[src/rtl/game_flow_ctl.sv]
// Purpose: top-level phase sequencer for the two-player tower game (screens, sync, countdown, levels, tx/rx control bytes).
// Latency: inputs act one cycle after their sampling edge (keys/vsync add one cycle for edge detect); all outputs registered.
// Backpressure: tx_valid/tx_byte hold until tx_ready; requests queue as pending flags (DIED > EXIT > READY), one byte in flight.
//
// Ports:
//   clk, rst_n           clock and synchronous active-low reset
//   vsync                frame tick source (rising edge)
//   key_enter, key_space keyboard levels, rising-edge detected
//   player_exit/hazard   local figure status levels
//   rx_valid, rx_byte    one-cycle strobe + byte from peer
//   tx_ready/valid/byte  byte link towards peer
//   screen_sel, game_run, level, countdown, player_reset  to draw/move datapath
module game_flow_ctl #(
  parameter int FPS                 = 60,
  parameter int COUNTDOWN_S         = 3,
  parameter int CLEAR_FRAMES        = 120,
  parameter int NUM_LEVELS          = 4,
  parameter int PEER_TIMEOUT_FRAMES = 600
) (
  input  logic       clk,
  input  logic       rst_n,
  input  logic       vsync,
  input  logic       key_enter,
  input  logic       key_space,
  input  logic       player_exit,
  input  logic       player_hazard,
  input  logic       rx_valid,
  input  logic [7:0] rx_byte,
  input  logic       tx_ready,
  output logic       tx_valid,
  output logic [7:0] tx_byte,
  output logic [1:0] screen_sel,
  output logic       game_run,
  output logic [2:0] level,
  output logic [1:0] countdown,
  output logic       player_reset
);

  localparam logic [7:0] MSG_READY = 8'hA5;
  localparam logic [7:0] MSG_EXIT  = 8'h5A;
  localparam logic [7:0] MSG_DIED  = 8'h3C;

  // One shared frame counter serves timeout, countdown seconds and clear time.
  localparam int CNT_A   = (FPS > CLEAR_FRAMES) ? FPS : CLEAR_FRAMES;
  localparam int CNT_MAX = (CNT_A > PEER_TIMEOUT_FRAMES) ? CNT_A : PEER_TIMEOUT_FRAMES;
  localparam int CW      = $clog2(CNT_MAX + 1);

  typedef enum logic [2:0] {
    S_IDLE, S_WAIT_PEER, S_COUNTDOWN, S_PLAY, S_LEVEL_CLEAR, S_WIN, S_LOSE
  } state_t;

  state_t          state_q, state_d;
  logic            vsync_q, vsync_d, vsync_prev_q, vsync_prev_d;
  logic            enter_q, enter_d, enter_prev_q, enter_prev_d;
  logic            space_q, space_d, space_prev_q, space_prev_d;
  logic            peer_ready_q, peer_ready_d;
  logic            local_exit_q, local_exit_d;
  logic            peer_exit_q, peer_exit_d;
  logic            pend_ready_q, pend_ready_d;
  logic            pend_exit_q, pend_exit_d;
  logic            pend_died_q, pend_died_d;
  logic            tx_valid_q, tx_valid_d;
  logic [7:0]      tx_byte_q, tx_byte_d;
  logic [2:0]      level_q, level_d;
  logic [1:0]      countdown_q, countdown_d;
  logic [CW-1:0]   frame_cnt_q, frame_cnt_d;
  logic            player_reset_q, player_reset_d;
  logic [1:0]      screen_sel_q, screen_sel_d;
  logic            game_run_q, game_run_d;

  logic frame_tick, enter_edge, space_edge;
  logic rx_is_ready, rx_is_exit, rx_is_died;
  logic req_ready, req_exit, req_died;

  always_comb begin
    // defaults: hold everything, pulse outputs low
    state_d        = state_q;
    vsync_d        = vsync;
    vsync_prev_d   = vsync_q;
    enter_d        = key_enter;
    enter_prev_d   = enter_q;
    space_d        = key_space;
    space_prev_d   = space_q;
    peer_ready_d   = peer_ready_q;
    local_exit_d   = local_exit_q;
    peer_exit_d    = peer_exit_q;
    pend_ready_d   = pend_ready_q;
    pend_exit_d    = pend_exit_q;
    pend_died_d    = pend_died_q;
    tx_valid_d     = tx_valid_q;
    tx_byte_d      = tx_byte_q;
    level_d        = level_q;
    countdown_d    = countdown_q;
    frame_cnt_d    = frame_cnt_q;
    player_reset_d = 1'b0;
    screen_sel_d   = 2'd1;
    game_run_d     = 1'b0;
    req_ready      = 1'b0;
    req_exit       = 1'b0;
    req_died       = 1'b0;

    frame_tick  = vsync_q & ~vsync_prev_q;
    enter_edge  = enter_q & ~enter_prev_q;
    space_edge  = space_q & ~space_prev_q;
    rx_is_ready = rx_valid && (rx_byte == MSG_READY);
    rx_is_exit  = rx_valid && (rx_byte == MSG_EXIT);
    rx_is_died  = rx_valid && (rx_byte == MSG_DIED);

    case (state_q)
      S_IDLE: begin
        // enter wins over a simultaneous space edge (space is not used here)
        if (enter_edge) begin
          req_ready    = 1'b1;
          peer_ready_d = 1'b0;
          frame_cnt_d  = '0;
          state_d      = S_WAIT_PEER;
        end else if (rx_is_ready) begin
          peer_ready_d = 1'b1;
        end
      end
      S_WAIT_PEER: begin
        if (peer_ready_q || rx_is_ready) begin
          state_d = S_COUNTDOWN;
        end else if (frame_tick) begin
          if (frame_cnt_q == CW'(PEER_TIMEOUT_FRAMES - 1)) state_d = S_IDLE;
          else frame_cnt_d = frame_cnt_q + 1'b1;
        end
      end
      S_COUNTDOWN: begin
        if (frame_tick) begin
          if (frame_cnt_q == CW'(FPS - 1)) begin
            frame_cnt_d = '0;
            if (countdown_q == 2'd1) begin
              countdown_d = 2'd0;
              state_d     = S_PLAY;
            end else begin
              countdown_d = countdown_q - 2'd1;
            end
          end else begin
            frame_cnt_d = frame_cnt_q + 1'b1;
          end
        end
      end
      S_PLAY: begin
        // hazard is checked first so a same-cycle exit never sends EXIT
        if (player_hazard) begin
          req_died = 1'b1;
          state_d  = S_LOSE;
        end else if (rx_is_died) begin
          state_d = S_LOSE;
        end else begin
          if (player_exit && !local_exit_q) begin
            local_exit_d = 1'b1;
            req_exit     = 1'b1;
          end
          if (rx_is_exit) peer_exit_d = 1'b1;
          if (local_exit_d && peer_exit_d) state_d = S_LEVEL_CLEAR;
        end
      end
      S_LEVEL_CLEAR: begin
        if (frame_tick) begin
          if (frame_cnt_q == CW'(CLEAR_FRAMES - 1)) begin
            if (level_q == 3'(NUM_LEVELS - 1)) begin
              state_d = S_WIN;
            end else begin
              level_d      = level_q + 3'd1;
              local_exit_d = 1'b0;
              peer_exit_d  = 1'b0;
              state_d      = S_COUNTDOWN;
            end
          end else begin
            frame_cnt_d = frame_cnt_q + 1'b1;
          end
        end
      end
      S_WIN, S_LOSE: begin
        if (space_edge) begin
          state_d      = S_IDLE;
          level_d      = 3'd0;
          peer_ready_d = 1'b0;
          local_exit_d = 1'b0;
          peer_exit_d  = 1'b0;
        end else if (rx_is_ready) begin
          peer_ready_d = 1'b1;
        end
      end
      default: state_d = S_IDLE;
    endcase

    // state entry actions
    if (state_d == S_COUNTDOWN && state_q != S_COUNTDOWN) begin
      countdown_d    = 2'(COUNTDOWN_S);
      frame_cnt_d    = '0;
      player_reset_d = 1'b1;
    end
    if (state_d == S_LEVEL_CLEAR && state_q != S_LEVEL_CLEAR) frame_cnt_d = '0;

    // pending requests; setting an already-set flag changes nothing
    if (req_ready) pend_ready_d = 1'b1;
    if (req_exit)  pend_exit_d  = 1'b1;
    if (req_died)  pend_died_d  = 1'b1;

    // tx slot: load from flags registered last cycle, only when empty
    if (tx_valid_q) begin
      if (tx_ready) tx_valid_d = 1'b0;
    end else if (pend_died_q) begin
      tx_byte_d   = MSG_DIED;
      tx_valid_d  = 1'b1;
      pend_died_d = 1'b0;
    end else if (pend_exit_q) begin
      tx_byte_d   = MSG_EXIT;
      tx_valid_d  = 1'b1;
      pend_exit_d = 1'b0;
    end else if (pend_ready_q) begin
      tx_byte_d    = MSG_READY;
      tx_valid_d   = 1'b1;
      pend_ready_d = 1'b0;
    end

    // entering IDLE drops queued requests; an in-flight byte still completes
    if (state_d == S_IDLE && state_q != S_IDLE) begin
      pend_ready_d = 1'b0;
      pend_exit_d  = 1'b0;
      pend_died_d  = 1'b0;
    end

    // outputs registered from next state so they line up with state_q
    case (state_d)
      S_COUNTDOWN, S_LEVEL_CLEAR: screen_sel_d = 2'd0;
      S_PLAY: begin
        screen_sel_d = 2'd0;
        game_run_d   = 1'b1;
      end
      S_WIN:   screen_sel_d = 2'd2;
      S_LOSE:  screen_sel_d = 2'd3;
      default: screen_sel_d = 2'd1;
    endcase
  end

  always_ff @(posedge clk) begin
    if (!rst_n) begin
      state_q        <= S_IDLE;
      vsync_q        <= 1'b0;
      vsync_prev_q   <= 1'b0;
      enter_q        <= 1'b0;
      enter_prev_q   <= 1'b0;
      space_q        <= 1'b0;
      space_prev_q   <= 1'b0;
      peer_ready_q   <= 1'b0;
      local_exit_q   <= 1'b0;
      peer_exit_q    <= 1'b0;
      pend_ready_q   <= 1'b0;
      pend_exit_q    <= 1'b0;
      pend_died_q    <= 1'b0;
      tx_valid_q     <= 1'b0;
      tx_byte_q      <= 8'h00;
      level_q        <= 3'd0;
      countdown_q    <= 2'd0;
      frame_cnt_q    <= '0;
      player_reset_q <= 1'b0;
      screen_sel_q   <= 2'd1;
      game_run_q     <= 1'b0;
    end else begin
      state_q        <= state_d;
      vsync_q        <= vsync_d;
      vsync_prev_q   <= vsync_prev_d;
      enter_q        <= enter_d;
      enter_prev_q   <= enter_prev_d;
      space_q        <= space_d;
      space_prev_q   <= space_prev_d;
      peer_ready_q   <= peer_ready_d;
      local_exit_q   <= local_exit_d;
      peer_exit_q    <= peer_exit_d;
      pend_ready_q   <= pend_ready_d;
      pend_exit_q    <= pend_exit_d;
      pend_died_q    <= pend_died_d;
      tx_valid_q     <= tx_valid_d;
      tx_byte_q      <= tx_byte_d;
      level_q        <= level_d;
      countdown_q    <= countdown_d;
      frame_cnt_q    <= frame_cnt_d;
      player_reset_q <= player_reset_d;
      screen_sel_q   <= screen_sel_d;
      game_run_q     <= game_run_d;
    end
  end

  assign tx_valid     = tx_valid_q;
  assign tx_byte      = tx_byte_q;
  assign screen_sel   = screen_sel_q;
  assign game_run     = game_run_q;
  assign level        = level_q;
  assign countdown    = countdown_q;
  assign player_reset = player_reset_q;

endmodule

[config.mk]
export PLATFORM = sky130hd
export DESIGN_NAME = game_flow_ctl
export DESIGN_NICKNAME = d
export VERILOG_FILES = /design/src/rtl/game_flow_ctl.sv
export SDC_FILE = /design/constraint.sdc
export NUM_CORES = 1
export LEC_CHECK = 0
export ABC_AREA = 1
export BUFFER_PORTS_ARGS = -buffer_cell sky130_fd_sc_hd__buf_2
export CAP_MARGIN = 0
export CORE_MARGIN = 4
export CORE_UTILIZATION = 50
export DETAILED_ROUTE_END_ITERATION = 6
export PLACE_DENSITY = 0.71
export SYNTH_ARGS = -nofsm -noshare
export SYNTH_HDL_FRONTEND = slang
export SYNTH_SLANG_ARGS = --single-unit
[constraint.sdc]
create_clock -name clk -period 5.5 [get_ports clk]
set_clock_uncertainty 0.05 [all_clocks]
set_input_delay 0.275 -clock clk [delete_from_list [all_inputs] [get_ports clk]]
set_output_delay 0.275 -clock clk [all_outputs]
set_load 0.02 [all_outputs]
==> summary.txt, run 1 <==
CTS
  – # H-tree levels: 2
  – CTS Hold Buffers Added: 0
  – Setup bufs post-CTS: 0
  – Root Buffer: clkbuf_8
  – CTS tree: yes
  – Worst-skew pair later-pin latency: 0.30 ns
  – Clk sink count: 39
  – Clock buffer depth: 2
  – CTS resizes: 0
  – CTS Buf Count: 5
  – Worst-path clk slew: 0.08 ns

Global route
  – Pin count of the biggest net entering global routing: 17
  – Antenna violations before repair: 0
  – Vias in the first global route: 1941
  – Global-route wire length before repair: 8710 µm
  – Total gr overflow: 0
  – Total track usage: 0.181

Critical path
  – Worst EP arrival: 2.29 ns
  – CP Capture Type: register
  – Setup CP Type: register to register
  – CP max stage delay: 0.47 ns
  – Startpoint Class: register
  – Crit-path cells: ha_1, nand2_1, nor2_2, nand2_2, nor2_2, nand2_1, nand2_2, inv_1, nand2_1, nand4_2, nor2_1, nand2_1, nor2_1, nor2_1
  – Most frequent CP cell: nand2_1
  – CP max FO: 8
  – Critical Path RT: 5.64 ns
  – Critical-path top delay cell: dfxtp_1
  – FF-to-FF setup slack: 3.34 ns

Logic synthesis
  – Async set or reset register ratio after synthesis: 0
  – Most used flip-flop cell after synthesis: dfxtp_1
  – Synth Area in Compound Gates: 0.102
  – Cell variety after synth: 39
  – FF+latch count, synth: 39
  – Cells after synthesis: 370
  – Sequential fraction of the synthesis area: 0.332
  – Synth Area in Adders: 0.0213
  – Synthesized cell area: 2350 µm²
  – Mux share of post-synthesis cell area: 0
  – Avg Inst Size Synth: 6.36 µm²
  – Yosys warning count: 0
  – Post-synth EDFFs: 0
  – Synth Area in Simple Gates: 0.391
  – XOR/XNOR Fraction of Synth Area: 0.0223
  – Net Count, Synth: 391
  – Combinational family with the most area after synthesis: simple AND/OR/NAND/NOR gates

Floorplanning
  – Core Box Area: 4440 µm²
  – Die Y: 76.6 µm
  – Starting Density: 0.530
  – Num rows: 24
  – # IOs: 35
  – Width of the die: 76.6 µm
  – DIE AREA: 5870 µm²

Routing
  – DR iter-0 viols: 167
  – Antenna viol nets, final: 0
  – Final WL: 5160 µm
  – Wire per inst: 11.3 µm
  – First-pass detailed-route iteration total: 4
  – Vias per cell: 4.87
  – Via count: 2214
  – DRC: 0

Placement
  – Post-place instance area: 2530 µm²
  – RePlAce Congestion: 0.903
  – HPWL Detailed: 3990 µm
  – I/O Buffers: 34

STA
  – Max Fclk: 464 MHz
  – Setup_tns: 0 ns
  – Final Cycle Share: 0.392
  – Max-slew violations: 0
  – Relative slew slack: 0.611
  – Final hold violations: 0
  – Min Tclk post-route: 2.16 ns
  – Hold_ws: 0.108 ns
  – Pin slew with the least headroom to its limit: 0.582 ns
  – Final setup fails: 0
  – RSZ-0062 raised after global routing: false

Finish
  – Commonest cells after routing, fill and taps aside: nand2_1 (86), nor2_1 (66), inv_1 (55)
  – Multi-input gate area: 1260 µm²
  – Area growth from synthesis to final layout: 11.2%
  – FILL cells: 421
  – Share of post-route cells with drive strength above 1: 0.184
  – Commonest non-fill, non-tap cell in the layout: nand2_1
  – Post-route cell area: 2620 µm²
  – Storage cell area: 781 µm²
  – Final net count: 423
  – N_diodes: 0

Run status
  – Outcome: finished, final reports clean

Flow run
  – Max cap viols: 0

Power
  – Pwr Density: 210 nW/µm²
  – VDD IR max: 0.165 mV
  – Pleak: 0.00124 µW

Hold path
  – Hold Crit Class: primary input to register
-- layout make-up --
cell class	count	share of cell area
multi-input combinational	257	0.483
sequential	39	0.298
inverter	65	0.0951
timing repair buffer	34	0.0650
clock buffer	5	0.0263
tap	52	0.0249
clock inverter	3	0.00765
-- cells in the mapped netlist, types with 6 or more instances --
| master | n | area [µm²] |
|---|---|---|
| a21oi_1 | 14 | 70.1 |
| inv_2 | 6 | 22.5 |
| inv_1 | 55 | 206 |
| dfxtp_1 | 39 | 781 |
| nand3_1 | 10 | 50.1 |
| nand2_1 | 86 | 323 |
| o21ai_0 | 14 | 70.1 |
| nor3_1 | 8 | 40.0 |
| xor2_1 | 6 | 52.6 |
| nand2_2 | 10 | 62.6 |
| nor2_1 | 66 | 248 |
-- worst paths after layout --
check	from	endpoint	cells past startpoint
worst min register to register	space_prev_d	space_prev_q	2
worst max-delay path	frame_cnt_q[0]	pend_ready_q	14
worst min-delay path	vsync	vsync_prev_d	3
worst max register to register	frame_cnt_q[0]	pend_ready_q	14
-- critical path: cells and delay by family, from the launching register on --
kind          cells  cell delay (ns)
flops             1             0.47
simple gates     12             1.26
fa+ha+maj         1             0.26
buf+inv           1             0.04
-- registers in the layout, summed over array words and instances (netlist names), 2 cells and up --
register     cells
countdown        2
frame_cnt_q     10
level            3
screen_sel       2
state_q          3
tx_byte          4
-- power breakdown --
| group | internal [µW] | total (µW) | switching, µW |
|---|---|---|---|
| sequential | 288 | 292 | 4.39 |
| clock | 88.3 | 197 | 109 |
| combinational | 20.0 | 59.8 | 39.7 |
| total | 396 | 550 | 153 |
-- metrics by stage --
step	worst slack [ns]	cells	utilization	total power [µW]
6_report	3.34	455	0.589	550
5_1_grt	3.08	455	0.589	575
4_1_cts	3.34	455	0.589	554
3_5_place_dp	3.35	447	0.569	359
3_3_place_gp	3.41	447	0.569	358
2_1_floorplan	3.61	370	-	343
-- cell families after synthesis --
family	Yosys count
and+or+nand+nor	204
buffers and inverters	74
AOI/OAI and AO/OA	43
DFF	39
xor gates and xnor gates	6
adders and majority gates	4
-- per-layer routing --
metal / global-route usage / vias up / routed length (µm)
met4: 0.0543 / 0 / 70
met2: 0.257 / 56 / 2060
li1: - / 1208 / -
met5: 0 / - / 0
met1: 0.270 / 944 / 2770
met3: 0.0390 / 6 / 263
No activity file was read; power rests on OpenSTA's default activity.
==> run 2: changes to the inputs <==
--- a/config.mk
+++ b/config.mk
@@ -5,13 +5,13 @@
 export SDC_FILE = /design/constraint.sdc
 export NUM_CORES = 1
 export LEC_CHECK = 0
-export ABC_AREA = 1
+export ABC_AREA = 0
 export BUFFER_PORTS_ARGS = -buffer_cell sky130_fd_sc_hd__buf_2
 export CAP_MARGIN = 0
 export CORE_MARGIN = 4
 export CORE_UTILIZATION = 50
 export DETAILED_ROUTE_END_ITERATION = 6
-export PLACE_DENSITY = 0.71
+export PLACE_DENSITY = 0.75
 export SYNTH_ARGS = -nofsm -noshare
 export SYNTH_HDL_FRONTEND = slang
 export SYNTH_SLANG_ARGS = --single-unit
==> constraint.sdc (replaced) <==
create_clock -name clk -period 1.82 [get_ports clk]
set_clock_uncertainty 0.05 [all_clocks]
set_input_delay 0.091 -clock clk [delete_from_list [all_inputs] [get_ports clk]]
set_output_delay 0.091 -clock clk [all_outputs]
set_load 0.02 [all_outputs]
==> summary.txt, run 2 <==
Global route
  – Total gr overflow: 0
  – Antenna violations before repair: 0
  – Pin count of the biggest net entering global routing: 19
  – Vias in the first global route: 2203
  – Global route hottest layer: met2
  – Met2 GRT Util: 0.406
  – Total track usage: 0.231
  – Global-route wire length before repair: 9750 µm
  – GRT met3 Usage: 0.0465
  – Met1 GRT Util: 0.277

Routing
  – Final WL: 6790 µm
  – First-pass detailed-route iteration total: 4
  – Vias per cell: 5.80
  – DR iter-0 viols: 152
  – Wire per inst: 16.6 µm
  – Antenna viol nets, final: 0
  – Via count: 2372
  – DRC: 0

STA
  – Final setup fails: 26
  – Min Tclk post-route: 2.38 ns
  – Pin slew with the least headroom to its limit: 0.452 ns
  – Final hold violations: 0
  – Max-slew violations: 0
  – Max Fclk: 419 MHz
  – RSZ-0062 raised after global routing: true
  – Final Cycle Share: 1.31
  – Setup_tns: -9.75 ns
  – Relative slew slack: 0.695
  – Setup ws final: -0.564 ns

Logic synthesis
  – Yosys warning count: 0
  – Yosys top cell area share: 0.360
  – Async set or reset register ratio after synthesis: 0
  – Net Count, Synth: 276
  – Cell variety after synth: 59
  – Commonest cells post-synth: dfxtp_1 (39), nor2_1 (19), nand2_1 (18), nor3_1 (16)
  – Most used flip-flop cell after synthesis: dfxtp_1
  – Top-count cell post-synth: dfxtp_1
  – Avg Inst Size Synth: 8.49 µm²
  – Synth area leaders: dfxtp_1 (36%), nor3b_1 (4.2%), nor3_1 (3.7%)
  – Cells after synthesis: 255
  – Sequential fraction of the synthesis area: 0.360
  – Post-synth EDFFs: 0
  – Yosys top cell by area: dfxtp_1
  – FF+latch count, synth: 39
  – Synthesized cell area: 2170 µm²

Finish
  – Reg with most FFs: frame_cnt_q
  – Final net count: 379
  – N_diodes: 0
  – Post-route cell area: 3220 µm²
  – Commonest non-fill, non-tap cell in the layout: buf_4
  – Commonest cells after routing, fill and taps aside: buf_4 (66), buf_2 (34), dfxtp_1 (32)
  – Share of post-route cells with drive strength above 1: 0.446
  – Max reg flops: 10
  – Area growth from synthesis to final layout: 48.9%

Floorplanning
  – Num rows: 23
  – Core Box Area: 4090 µm²
  – Die Y: 73.8 µm
  – # IOs: 35
  – DIE AREA: 5450 µm²
  – Width of the die: 73.8 µm
  – Starting Density: 0.530

Power
  – Logic gate share of total power: 0.153
  – Seq pwr share: 0.510
  – Clk pwr share: 0.336
  – VDD IR max: 0.444 mV
  – Psw: 469 µW
  – Int Pwr: 1270 µW
  – Pwr Density: 538 nW/µm²
  – Switching portion of total power: 0.270
  – Pleak: 0.00139 µW

CTS
  – CTS Buf Count: 5
  – Worst-skew pair later-pin latency: 0.30 ns
  – Clock buffer depth: 2
  – Root Buffer: clkbuf_8
  – Clk sink count: 39
  – Worst-path clk slew: 0.08 ns
  – CTS tree: yes
  – # H-tree levels: 2

Critical path
  – Critical path buffers and inverters: 3
  – CP max stage delay: 0.46 ns
  – CP delay by family, top: simple AND/OR/NAND/NOR gates
  – Startpoint Class: register
  – CP max FO: 5
  – Setup CP Type: register to register
  – Worst EP arrival: 2.52 ns
  – Critical Path RT: 1.96 ns
  – CP Capture Type: register
  – Most frequent CP cell: buf_4
  – Crit-path cells: ha_4, and4bb_1, and4_4, a32o_2, or4_4, buf_4, buf_6, nor4_2, buf_4, nor3_1
  – Critical-path top delay cell: or4_4

Hold path
  – Hold Crit Class: primary input to register

Run status
  – Failing checks: setup timing
  – Outcome: finished with violations

Placement
  – RePlAce Congestion: 0.896
  – I/O Buffers: 34
  – Post-place setup slack: -0.620 ns
  – HPWL Detailed: 4350 µm
  – Post-place instance area: 2860 µm²

Flow run
  – Max cap viols: 0
==> run 2: changes by cell type after synthesis, sizes merged, moves of 8 or more <==
cell	change
nor2b	+8
o21ai	-12
nand2	-79
and2	+10
nor3b	+11
inv	-49
xnor2	+8
nor2	-54
==> run 2: metal layers <==
layer	wire length, µm	vias up	share of wire
li1	-	1127	-
met1	2670	1123	0.39
met2	3440	104	0.51
met3	453	18	0.067
met4	222	0	0.033
met5	0	-	0
==> run 2: per-stage QoR <==
stage,hold WS [ns],utilization,instances,power (µW)
finish,0.0481,0.789,409,1740
global route,0.0630,0.789,409,1800
CTS,0.0172,0.747,404,1710
detailed placement,0.249,0.700,390,1130
global placement,0.245,0.700,390,1120
floorplan,0.158,-,255,1020
==> run 2: worst reg2reg max path: cells and delay by family, from the launching register on <==
kind / cells / cell delay, ns
simple gates: 5 / 1.03
buf+inv: 3 / 0.43
flops: 1 / 0.34
compound gates: 1 / 0.26
fa+ha+maj: 1 / 0.17
==> run 2: area by class of cell <==
cell class / count / area [µm²]
timing repair buffer: 111 / 793
sequential: 39 / 790
tap: 50 / 62.6
clock buffer: 5 / 68.8
inverter: 13 / 48.8
multi-input combinational: 188 / 1450
fill: 259 / 862
clock inverter: 3 / 15.0
==> run 2: power groups by stage <==
stage          Clock [µW]  Sequential (µW)  Combinational [µW]
2_1_floorplan           0              906                 117
3_3_place_gp            0              903                 219
3_5_place_dp            0              904                 223
4_1_cts               586              884                 239
5_1_grt               621              889                 286
6_report              584              886                 266
==> run 2: what timing repair did <==
item,CTS,global route
gates resized for setup,12,32
setup buffers,3,7
hold buffers,4,0
endpoints found under the setup margin,27,27
pin swaps,4,10
hold endpoints to repair,4,0
==> run 2: worst paths after layout <==
path	start	end	slack (ns)	cells after the start
min reg2reg	tx_byte[0]	tx_byte[0]	0.42	2
min	player_exit	local_exit_q	0.05	3
max	frame_cnt_q[1]	pend_ready_q	-0.56	10
max reg2reg	frame_cnt_q[1]	pend_ready_q	-0.56	10
==> run 2: logic make-up after synthesis <==
logic type / Yosys count / share of synthesized area
DFF: 39 / 0.360
xor gates and xnor gates: 9 / 0.0364
adders and majority gates: 4 / 0.0231
AOI/OAI and AO/OA: 44 / 0.148
and+or+nand+nor: 126 / 0.351
muxes: 5 / 0.0231
buffers and inverters: 28 / 0.0578
==> run 3: changes to the inputs <==
--- a/config.mk
+++ b/config.mk
@@ -5,13 +5,12 @@
 export SDC_FILE = /design/constraint.sdc
 export NUM_CORES = 1
 export LEC_CHECK = 0
-export ABC_AREA = 0
 export BUFFER_PORTS_ARGS = -buffer_cell sky130_fd_sc_hd__buf_2
 export CAP_MARGIN = 0
 export CORE_MARGIN = 4
-export CORE_UTILIZATION = 50
+export CORE_UTILIZATION = 51
 export DETAILED_ROUTE_END_ITERATION = 6
-export PLACE_DENSITY = 0.75
+export PLACE_DENSITY = 0.76
 export SYNTH_ARGS = -nofsm -noshare
 export SYNTH_HDL_FRONTEND = slang
 export SYNTH_SLANG_ARGS = --single-unit
==> summary.txt, run 3 (synthesis gave the netlist of run 2 again) <==
STA
  – Relative slew slack: 0.588
  – Final Cycle Share: 1.30
  – Hold_ws: 0.00402 ns
  – Pin slew with the least headroom to its limit: 0.614 ns
  – Setup ws final: -0.550 ns
  – Max-slew violations: 0
  – Max Fclk: 422 MHz
  – Min Tclk post-route: 2.37 ns
  – RSZ-0062 raised after global routing: true
  – Final setup fails: 24
  – Final hold violations: 0

Routing
  – DR iter-0 viols: 220
  – DRC: 0
  – First-pass detailed-route iteration total: 4
  – Via count: 2430
  – Met3 WL: 505 µm
  – Wire per inst: 17.5 µm
  – Antenna viol nets, final: 0
  – Final WL: 7240 µm
  – Top layer in use: met4
  – Vias per cell: 5.87
  – Met1 wire length: 2960 µm
  – Routed wl met2: 3540 µm

Global route
  – Total gr overflow: 0
  – Antenna violations before repair: 0
  – Vias in the first global route: 2185
  – Pin count of the biggest net entering global routing: 19
  – Total track usage: 0.244
  – Global-route wire length before repair: 10100 µm

CTS
  – Clk sink count: 39
  – Worst-path clk slew: 0.08 ns
  – Worst-skew pair later-pin latency: 0.31 ns
  – # H-tree levels: 2
  – CTS tree: yes
  – Clock buffer depth: 2
  – Root Buffer: clkbuf_8
  – CTS Buf Count: 5

Finish
  – Post-Layout Cell Count: 414
  – Reg with most FFs: frame_cnt_q
  – N_diodes: 0
  – Final net count: 384
  – Max reg flops: 10
  – Commonest cells after routing, fill and taps aside: buf_4 (70), buf_2 (34), dfxtp_1 (32)
  – Area growth from synthesis to final layout: 53.7%
  – Share of post-route cells with drive strength above 1: 0.456
  – Final design utilization: 0.820
  – Commonest non-fill, non-tap cell in the layout: buf_4

Run status
  – Outcome: finished with violations
  – Failing checks: setup timing

Critical path
  – Setup CP Type: register to register
  – CP max FO: 4
  – Critical Path RT: 2.01 ns
  – CP Capture Type: register
  – Startpoint Class: register
  – Worst EP arrival: 2.56 ns

Power
  – Pleak: 0.00144 µW
  – VDD IR max: 0.483 mV
  – Total power: 1930 µW
  – Pwr Density: 579 nW/µm²

Hold path
  – Hold Crit Class: primary input to register

Placement
  – I/O Buffers: 34
  – Placed cells: 392
  – HPWL Detailed: 4280 µm
  – RePlAce Congestion: 0.865

Floorplanning
  – DIE AREA: 5350 µm²
  – Num rows: 23
  – # IOs: 35
  – Width of the die: 73.2 µm
  – Starting Density: 0.534
  – Core Box Area: 4060 µm²
  – Die Y: 73.2 µm

Flow run
  – Max cap viols: 0
-- run 3: cell count changes in the layout (fill, tap and decap cells not counted), moves of 2 or more --
cell | before | now
dfxtp_2 | 7 | 5
dfxtp_4 | 0 | 2
nor2b_4 | 0 | 2
nor2b_1 | 8 | 6
buf_4 | 66 | 70
nor2_1 | 17 | 19
nor2_2 | 2 | 0
clkinv_2 | 3 | 1
-- run 3: per-stage QoR --
step	cell area [µm²]	TNS [ns]	worst slack (ns)
after CTS	3170	-8.24	-0.472
after floorplan	2200	-6.46	-0.498
after global routing	3330	-10.60	-0.634
final	3330	-9.03	-0.550
after global placement	2880	-10.43	-0.560
after detailed placement	2880	-11.33	-0.624
-- run 3: final timing paths --
check | depth (start not counted) | slack (ns) | start | end
worst max-delay path | 8 | -0.55 | frame_cnt_q[1] | countdown[0]
worst min-delay path | 3 | 0.004 | player_exit | local_exit_q
worst max register to register | 8 | -0.55 | frame_cnt_q[1] | countdown[0]
worst min register to register | 2 | 0.43 | space_prev_d | space_prev_q
-- run 3: what timing repair did --
action	in CTS	in global routing
gates resized for setup	23	27
endpoints found under the hold margin	4	0
hold buffers	4	0
setup buffers	6	5
endpoints found under the setup margin	27	27
pin swaps	6	10
-- run 3: cell type report --
type,count,area [µm²]
clock inverter,2,35.0
inverter,13,48.8
timing repair buffer,116,835
clock buffer,6,82.6
multi-input combinational,188,1470
tap,50,62.6
sequential,39,795
fill,233,729
-- run 3: power by group --
group	switching [µW]	total (µW)	internal [µW]
clock	323	766	444
sequential	18.3	886	868
combinational	137	274	137
-- run 3: metal layers --
layer,vias to the layer above,global-route usage
met5,-,0
met1,1154,0.297
li1,1143,-
met3,27,0.0606
met2,106,0.406
met4,0,0.107
-- run 3: worst max-delay path, stage by stage, from the launching register on --
cell and delay (ns):
dfxtp_2 0.36, ha_4 0.15, buf_4 0.10, buf_4 0.10
nor4b_1 0.36, or4b_2 0.71, nor3_1 0.24, a21oi_1 0.11
o21ai_2 0.12
